File: src/rtl/blake512_pkg.sv
// Shared constants for the BLAKE-512 message loader: block geometry, padding bytes,
// FSM state encoding and small word helpers.
package blake512_pkg;

  localparam int BLK_W       = 1024;
  localparam int WORD_W      = 64;
  localparam int BLK_NWORDS  = 16;
  localparam int BLK_BYTES   = 128;

  localparam logic [7:0] PAD_MARKER = 8'h80;
  localparam logic [7:0] PAD_TERM   = 8'h01;
  localparam int TERM_BYTE   = 111;
  localparam int LEN_WORD_HI = 14;
  localparam int LEN_WORD_LO = 15;

  localparam logic [2:0] ST_FILL  = 3'd0;
  localparam logic [2:0] ST_PAD   = 3'd1;
  localparam logic [2:0] ST_PAD2  = 3'd2;
  localparam logic [2:0] ST_ISSUE = 3'd3;
  localparam logic [2:0] ST_WAIT  = 3'd4;

  // Where WAIT goes once the core finishes the block currently on the outputs
  localparam logic [1:0] NXT_FILL_NEW  = 2'd0;
  localparam logic [1:0] NXT_FILL_CONT = 2'd1;
  localparam logic [1:0] NXT_PAD2      = 2'd2;

  function automatic logic [WORD_W-1:0] byte_swap64(input logic [WORD_W-1:0] w);
    logic [WORD_W-1:0] r;
    for (int j = 0; j < 8; j++) begin
      r[WORD_W-1-8*j -: 8] = w[8*j +: 8];
    end
    return r;
  endfunction

  function automatic logic [WORD_W-1:0] mask_tail(input logic [WORD_W-1:0] w,
                                                  input logic [3:0] nbytes);
    logic [WORD_W-1:0] r;
    r = w;
    for (int j = 0; j < 8; j++) begin
      if (j >= int'(nbytes)) begin
        r[WORD_W-1-8*j -: 8] = 8'h00;
      end
    end
    return r;
  endfunction

endpackage

File: src/rtl/blake512_pad_gen.sv
// Combinational BLAKE-512 padder: clears everything from byte b_off on, then optionally
// drops the 0x80 marker at b_off and the 0x01 terminator plus 128-bit bit length.
module blake512_pad_gen
  import blake512_pkg::*;
#(
  parameter int LEN_W = 64
) (
  input  logic [BLK_W-1:0] blk_in,
  input  logic [7:0]       b_off,
  input  logic [LEN_W-1:0] msg_len,
  input  logic             place_marker,
  input  logic             place_term,
  output logic [BLK_W-1:0] blk_out
);

  // Terminator is OR-ed after the marker so a message ending at byte 111 yields 0x81
  always_comb begin
    blk_out = blk_in;
    for (int i = 0; i < BLK_BYTES; i++) begin
      if (i >= int'(b_off)) begin
        blk_out[BLK_W-1-8*i -: 8] = 8'h00;
      end
    end
    if (place_marker && !b_off[7]) begin
      blk_out[{~b_off[6:0], 3'b000} +: 8] = PAD_MARKER;
    end
    if (place_term) begin
      blk_out[(BLK_BYTES-1-TERM_BYTE)*8 +: 8] =
        blk_out[(BLK_BYTES-1-TERM_BYTE)*8 +: 8] | PAD_TERM;
      blk_out[(BLK_NWORDS-LEN_WORD_HI)*WORD_W-1 : 0] = 128'(msg_len);
    end
  end

endmodule

File: src/rtl/blake512_msg_loader.sv
// Buffers a 64-bit word stream into padded 1024-bit BLAKE-512 blocks and hands them to the core.
// Optional build macro LOADER_BSWAP_EN: accept little-endian words (byte-reversed on input).
module blake512_msg_loader
  import blake512_pkg::*;
#(
  parameter int LEN_W  = 64,
  parameter int NWORDS = BLK_NWORDS
) (
  input  logic              clk,
  input  logic              rst,
  input  logic              in_valid,
  output logic              in_ready,
  input  logic [WORD_W-1:0] in_data,
  input  logic              in_last,
  input  logic [3:0]        in_bytes,
  output logic              blk_valid,
  output logic [BLK_W-1:0]  blk_m,
  output logic [127:0]      blk_t,
  output logic              blk_last,
  input  logic              core_done,
  output logic              busy
);

  logic [2:0]        state;
  logic [3:0]        idx;
  logic [LEN_W-1:0]  msg_len;
  logic [7:0]        b_off;
  logic [1:0]        after_wait;
  logic              marker_placed;

  logic [WORD_W-1:0] word_in;
  logic [3:0]        nbytes;
  logic              xfer;
  logic [LEN_W-1:0]  len_plus_word;
  logic [LEN_W-1:0]  len_plus_tail;
  logic [7:0]        end_off;

  logic [7:0]        pad_off;
  logic              pad_marker;
  logic              pad_term;
  logic [BLK_W-1:0]  pad_blk;

`ifdef LOADER_BSWAP_EN
  assign word_in = byte_swap64(in_data);
`else
  assign word_in = in_data;
`endif

  // Out-of-range byte counts are treated as a full word
  assign nbytes        = (in_bytes > 4'd8) ? 4'd8 : in_bytes;
  assign xfer          = in_valid && in_ready;
  assign len_plus_word = msg_len + LEN_W'(WORD_W);
  assign len_plus_tail = msg_len + LEN_W'({nbytes, 3'b000});
  assign end_off       = {1'b0, idx, 3'b000} + {4'b0000, nbytes};

  assign in_ready  = (state == ST_FILL);
  assign busy      = (state != ST_FILL);
  assign blk_valid = (state == ST_ISSUE);

  always_comb begin
    pad_off    = b_off;
    pad_marker = !b_off[7];
    pad_term   = (b_off <= 8'(TERM_BYTE));
    if (state == ST_PAD2) begin
      pad_off    = 8'd0;
      pad_marker = !marker_placed;
      pad_term   = 1'b1;
    end
  end

  blake512_pad_gen #(
    .LEN_W(LEN_W)
  ) u_pad_gen (
    .blk_in      (blk_m),
    .b_off       (pad_off),
    .msg_len     (msg_len),
    .place_marker(pad_marker),
    .place_term  (pad_term),
    .blk_out     (pad_blk)
  );

  always_ff @(posedge clk) begin
    if (rst) begin
      state         <= ST_FILL;
      idx           <= '0;
      msg_len       <= '0;
      b_off         <= '0;
      after_wait    <= NXT_FILL_NEW;
      marker_placed <= 1'b0;
      blk_m         <= '0;
      blk_t         <= '0;
      blk_last      <= 1'b0;
    end else begin
      case (state)
        ST_FILL: begin
          if (xfer) begin
            if (in_last) begin
              blk_m[{~idx, 6'b000000} +: WORD_W] <= mask_tail(word_in, nbytes);
              msg_len <= len_plus_tail;
              b_off   <= end_off;
              state   <= ST_PAD;
            end else begin
              blk_m[{~idx, 6'b000000} +: WORD_W] <= word_in;
              msg_len <= len_plus_word;
              idx     <= idx + 4'd1;
              if (idx == 4'(NWORDS-1)) begin
                blk_t      <= 128'(len_plus_word);
                blk_last   <= 1'b0;
                after_wait <= NXT_FILL_CONT;
                state      <= ST_ISSUE;
              end
            end
          end
        end
        // A block with no message bytes (message ended on a block boundary) carries t=0
        ST_PAD: begin
          blk_m         <= pad_blk;
          blk_t         <= (b_off != 8'd0) ? 128'(msg_len) : 128'd0;
          blk_last      <= pad_term;
          after_wait    <= pad_term ? NXT_FILL_NEW : NXT_PAD2;
          marker_placed <= pad_marker;
          state         <= ST_ISSUE;
        end
        ST_PAD2: begin
          blk_m      <= pad_blk;
          blk_t      <= '0;
          blk_last   <= 1'b1;
          after_wait <= NXT_FILL_NEW;
          state      <= ST_ISSUE;
        end
        ST_ISSUE: begin
          state <= ST_WAIT;
        end
        ST_WAIT: begin
          if (core_done) begin
            case (after_wait)
              NXT_FILL_NEW: begin
                state   <= ST_FILL;
                idx     <= '0;
                msg_len <= '0;
              end
              NXT_FILL_CONT: begin
                state <= ST_FILL;
                idx   <= '0;
              end
              default: begin
                state <= ST_PAD2;
              end
            endcase
          end
        end
        default: begin
          state <= ST_FILL;
        end
      endcase
    end
  end

endmodule

File: config.mk
export PLATFORM = sky130hd
export DESIGN_NAME = blake512_msg_loader
export DESIGN_NICKNAME = d
export VERILOG_FILES = /design/src/rtl/blake512_pkg.sv /design/src/rtl/blake512_pad_gen.sv /design/src/rtl/blake512_msg_loader.sv
export SDC_FILE = /design/constraint.sdc
export NUM_CORES = 2
export LEC_CHECK = 0
export BUFFER_PORTS_ARGS = -buffer_cell sky130_fd_sc_hd__buf_2
export CAP_MARGIN = 25
export CORE_AREA = 4 4 474 476
export DETAILED_ROUTE_END_ITERATION = 10
export DIE_AREA = 0 0 478 480
export PLACE_DENSITY_LB_ADDON = 0.12
export SLEW_MARGIN = 30
export SYNTH_ARGS = -nofsm -noshare
export SYNTH_HDL_FRONTEND = slang
export SYNTH_SLANG_ARGS = --single-unit
File: constraint.sdc
create_clock -name clk -period 4.4 [get_ports clk]
set_clock_uncertainty 0.05 [all_clocks]
set_input_delay 0.88 -clock clk [delete_from_list [all_inputs] [get_ports clk]]
set_output_delay 0.88 -clock clk [all_outputs]
set_load 0.05 [all_outputs]
== Yosys cells after proc, flatten, opt, wreduce, memory -nomap -nowiden ==
Cells that the tools add are included.
Storage, ports and cells
  input bits: 73
  register bits: 1235
  output and inout bits: 1156
  logic and storage cells: 403
Cells by class
  bitwise operators: 2
  $lt $le $gt $ge: 138
  shift-type cells: 5
  reduce and logical (&&, ||, !) cells: 20
  muxes and demuxes: 210
  eq/ne operators: 13
  add/sub/neg operators: 6
Operators with widths (count)
  $bwmux W1024: 3
  $mux W1024: 3
  $pmux W1024 S2: 1
  $shiftx A64 B12 Y1024: 2
  $mux W8: 169
  $shift A64 B12 Y1024 const A: 1
  $shift A8 B12 Y1024 const A: 1
  $shiftx A8 B12 Y1024 const A: 1
  $ge A7 B8 Y1 const A: 64
  $mux W128: 3
  $pmux W128 S3: 1
  $mux W64: 5
  $ge A6 B8 Y1 const A: 32
  $mux W129: 1
  $ge A5 B8 Y1 const A: 16
  $pmux W64 S2: 1
  $add A64 B7 Y64: 1
  $add A64 B7 Y64 const B: 1
  $ge A4 B8 Y1 const A: 8
  $ge A3 B8 Y1 const A: 4
  $neg A10 Y12: 2
  $mux W4: 5
  $ge A1 B8 Y1 const A: 2
  $ge A2 B8 Y1 const A: 2
  36 further kinds: 65

== Depth between registers and ports, before layout ==
  depth in word-level cells: 13
  mapped depth: 19

== Cells and area by module ==
From an unflattened synthesis, not the netlist that was laid out.
Second synthesis, totals
  cells, all modules: 8181
  area, all modules: 62802.7 µm²
Modules (own cells, without submodules)
  blake512_msg_loader: cells an instance 6510, seq. area each 23342.4 µm², instances 1, area each 52796.9 µm²
  blake512_pad_gen: cells an instance 1671, seq. area each 0.0 µm², instances 1, area each 10005.8 µm²

== Least setup slack after synthesis ==
OpenSTA, ideal clock, no wires.
  path kind: register to register
  start point: register state[2]
  end point: register blk_m[832]
  library setup time: 128 ps
  setup slack: 510 ps
  stages on the path, launching flop included: 20
  required time: 4222 ps
  path buffers: 8
  arrival time: 3713 ps
  clock period less this slack: 3890 ps
  cell sequence: dfxtp_1 > buf_6 > or3b_1 > buf_6 > buf_2 > buf_2 > buf_2 > nand2_1 > inv_1 > ha_1 > buf_4 > buf_4 > nand3_2 > o2111ai_2 > and2_1 > buf_6 > or2_1 > or4_4 > a32oi_1 > nor2_1
Between the ends
  longest elaborated chain between the ends: 8
  elaborated cells on any way between the ends: 21
  those cells by class: 1 x add/sub; 1 x order compare; 3 x eq/ne; 2 x shift; 6 x mux; 1 x bitwise; 7 x reduce/logical
RTL lines
  start, declared: line blake512_msg_loader.sv:24  | logic [2:0] state;
  start signal, assigned: line blake512_msg_loader.sv:84  | state <= ST_FILL;
  start signal, assigned: line blake512_msg_loader.sv:101  | state <= ST_PAD;
  start signal, assigned: line blake512_msg_loader.sv:110  | state <= ST_ISSUE;
  $eq A3 B2 Y1: line blake512_msg_loader.sv:64, blake512_msg_loader.sv:94
  $mux W8: line blake512_msg_loader.sv:64  | if (state == ST_PAD2) begin
  $not A7 Y7: line blake512_pad_gen.sv:25  | blk_out[{~b_off[6:0], 3'b000} +: 8] = PAD_MARKER;
  $neg A10 Y12: line blake512_pad_gen.sv:25
  $shiftx A8 B12 Y1024 or $shift A8 B12 Y1024 (tied branches): line blake512_pad_gen.sv:25
  $bwmux W1024: line blake512_pad_gen.sv:25
  $mux W1024: line blake512_pad_gen.sv:24  | if (place_marker && !b_off[7]) begin
  $pmux W1024 S2: line blake512_msg_loader.sv:94  | case (state)
  end signal, assigned by index: line blake512_msg_loader.sv:98  | blk_m[{~idx, 6'b000000} +: WORD_W] <= mask_tail(word_in, nbytes);
  end signal, assigned by index: line blake512_msg_loader.sv:103  | blk_m[{~idx, 6'b000000} +: WORD_W] <= word_in;
  end signal, assigned: line blake512_msg_loader.sv:117  | blk_m <= pad_blk;
  end, declared: line blake512_msg_loader.sv:17  | output logic [BLK_W-1:0] blk_m,
Parallel ways exist; a longest one is shown, timed or not.
A chain may end at the register's enable or synchronous reset.

== Final worst setup path ==
  start point: register idx[0]
  end point: register blk_m[980]
Between the ends
  longest elaborated chain between the ends: 7
  elaborated cells on any way between the ends: 10
  those cells by class: 1 x add/sub; 3 x shift; 5 x mux; 1 x bitwise
RTL lines
  start, declared: line blake512_msg_loader.sv:25  | logic [3:0] idx;
  start signal, assigned: line blake512_msg_loader.sv:105  | idx <= idx + 4'd1;
  $not A4 Y4 (*): line blake512_msg_loader.sv:98, blake512_msg_loader.sv:103
  $neg A10 Y12 (*): line blake512_msg_loader.sv:98, blake512_msg_loader.sv:103
  $shiftx A64 B12 Y1024, or another cell as far along: line blake512_msg_loader.sv:103
  $bwmux W1024, on equally long branches: line blake512_msg_loader.sv:103, blake512_msg_loader.sv:98
  $mux W1024 (*): line blake512_msg_loader.sv:97  | if (in_last) begin
  $mux W1024 (*): line blake512_msg_loader.sv:96  | if (xfer) begin
  $pmux W1024 S2 (*): line blake512_msg_loader.sv:94
Every way passes the cells marked *; elsewhere a longest branch is shown, timed or not. The select of a mux whose other input is x is not followed.

==> results.md <==
- MaxCap Viol Count: 0
- M1 GR Usage: 40.2%
- Most frequent CP cell: buf_4
- Crit start category: register
- Chip width: 478 um
- Final setup vio count: 0
- Clk sink count: 1166
- Routed Antenna Nets: 0
- Pre-CTS WS: 0.227 ns
- CTS Buf Count: 149
- H-Tree Depth: 4
- GRT met2 Usage: 53.0%
- EDFF count, synth: 0
- Crit path capture type: register
- Slowest cell delay on critical path: 0.81 ns
- Initial antenna violation count: 63
- Final Max Tran Viols: 0
- DRT Pass-1 Iters: 6
- Final Cell Area: 0.0660 mm^2
- Max_slew headroom: 23.2%
- Post-CTS Setup Repair Bufs: 0
- Placed cell area: 0.0609 mm^2
- Nets: 7061
- Die Y: 480 um
- Async S/R FF share, synth: 0%
- Most frequent cells in the layout: 1163 x dfxtp_1, 1163 x buf_2, 652 x nor2_1
- Syn_area_per_cell: 8.72 um^2
- Post-Syn Area: 0.0497 mm^2
- P_sw: 10300 uW
- GRT Util Overall: 33.0%
- Register area share after synthesis: 47.0%
- Sw Ratio: 34.8%
- Min Tclk post-route: 4.27 ns
- Power density over the cells: 450 mW/mm^2
- CTS Hold Bufs: 0
- Total gr overflow: 0
- Clk_lat worst skew: 0.81 ns
- GR met3 Demand/Resource: 11.1%
- Internal: 19400 uW
- Slew @ Worst Pin: 1.15 ns
- Reg clk slew, reported paths: 0.06 ns
- Fill count: 23900
- Crit path arrival time: 4.97 ns
- Layout area overhead: 32.8%
- Logic pwr share: 20.2%
- DRC viols: 0
- Share of post-route cells with drive strength above 1: 28.4%
- First-pass GRT wire length: 519000 um
- Cells along the critical path: buf_4, inv_1, ha_1, or2_2, nor2_2, nand4_1, nor3_1, buf_4, a22o_1
- Grt peak-use layer: met2
- Root Buffer: clkbuf_16
- Die area: 0.229 mm^2
- Hold Vio Cnt, Final: 0
- Synthesized instance count: 5701
- CP Class: reg -> reg
- Largest net degree at the start of global routing: 134
- Routed WL: 399000 um
- Hold Path Class: in -> reg
- CTS max path bufs: 3
- Yosys cell types: 114
- Core area: 0.221 mm^2
- CP max FO: 18
- Clock share of power: 43.4%
- Ys flop type: dfxtp_1
- Fmax: 0.234 GHz
- Post-route clock period utilization: 97.1%
- Vias in the first global route: 53300
- Vias per cell: 5.54
- Worst setup margin: 0.128 ns
- DP Wirelength: 313000 um
- Status: finished clean
- Via count: 55900
- Yosys warns: 0
- Max stage delay cell, worst path: nor2_2
- Initial DRC Count: 6196
- WP data required: 5.10 ns
- CTS tree: yes
- RSZ-0062 raised after global routing: no
- Count of state elements after synthesis: 1166
- DR WL/cell: 39.5 um
- Leak pwr: 0.0274 uW
- Seq pwr share: 36.4%
- Post-cts sizing count: 0
- Site row count: 173
- Starting Density: 22.5%
- Port bufs: 1164
- Ports: 1229
- Final GP Congestion: 1.02
- Max VDD drop: 0.000390 V
final timing paths:
path	start	endpoint	slack, ns	cells after the start
worst max-delay path	idx[0]	blk_m[980]	0.13	9
worst min-delay path	in_data[8]	blk_m[328]	0.39	3
worst max register to register	idx[0]	blk_m[980]	0.13	9
worst min register to register	blk_m[141]	blk_m[141]	0.40	2
metrics by stage:
step           util [%]  hold slack (ns)  TNS, ns  std cells  power (uW)
6_report           29.9            0.393        0      10100       29700
4_1_cts            29.8            0.322        0      10100       29800
3_3_place_gp       27.5            0.388   -0.691       9795       16900
3_5_place_dp       27.5            0.394        0       9797       16900
2_1_floorplan         -            0.386        0       5764       13600
5_1_grt            29.8            0.356        0      10100       30400
kinds of logic (layout without fill, tap and decap cells):
| logic type | count (synthesis) | in the layout | synth area share (%) |
|---|---|---|---|
| AO/OA/AOI/OAI | 1991 | 1991 | 28.5 |
| XOR/XNOR | 36 | 36 | 0.634 |
| adder cells (fa/ha/maj) | 14 | 14 | 0.368 |
| buffers and inverters | 602 | 1923 | 5.49 |
| flip-flops | 1166 | 1166 | 47.0 |
| multiplexers | 5 | 5 | 0.128 |
| other | 1 | 93 | 0.00755 |
| AND/OR/NAND/NOR | 1886 | 1886 | 17.9 |
power groups by stage:
stage / logic (uW) / registers [uW] / clock network [uW]
after global placement: 5810 / 11100 / 0
final: 5990 / 10800 / 12900
after global routing: 6030 / 10800 / 13500
after detailed placement: 5830 / 11100 / 0
after CTS: 5850 / 10800 / 13100
after floorplan: 2230 / 11400 / 0
flip-flops by register name, indices dropped and copies added, names as in the netlist:
name	count
after_wait	2
b_off	8
blk_last	1
blk_m	1024
blk_t	62
idx	4
marker_placed	1
msg_len	61
state	3
per-layer routing:
metal,vias to the layer above,share of wire [%]
met3,658,9.7
met4,14,5.0
li1,23600,-
met1,28400,40
met5,-,0.024
met2,3165,45
cell type report:
type | count | area (um^2) | area share, %
Clock buffer | 210 | 4240 | 6.42
Inverter | 31 | 119 | 0.180
Clock inverter | 52 | 781 | 1.18
Sequential cell | 1166 | 23300 | 35.4
Timing Repair Buffer | 1630 | 9580 | 14.5
Multi-Input combinational cell | 3996 | 24100 | 36.6
Antenna cell | 29 | 72.6 | 0.110
Tap cell | 2975 | 3720 | 5.64
critical path: cells and delay by family (launching register included):
family	cells	cell delay, ns
and+or+nand+nor	4	2.57
AOI/OAI and AO/OA	1	0.11
DFF	1	0.35
buffers and inverters	3	0.65
adders and majority gates	1	0.46
synth_stat cells (37+ instances only):
master       n  area share [%]
a21oi_1    409             4.1
a22o_1     334             5.9
a31oi_1     54            0.68
nand4_1     81             1.0
nand3_1    161             1.6
buf_2      117             1.2
o221ai_1    39            0.69
nand2_1    491             3.7
and3_1      69            0.87
buf_4       77             1.2
a32o_1      73             1.5
nor2_1     667             5.0
o21ai_0    275             2.8
a32oi_1     88             1.6
clkbuf_1   351             2.7
nor3_1     111             1.1
and2_1      69            0.87
dfxtp_1   1166              47
a22oi_1    347             5.2
nor4_1      41            0.52
a21o_1      37            0.56
Power figures use the tool's default switching activity.
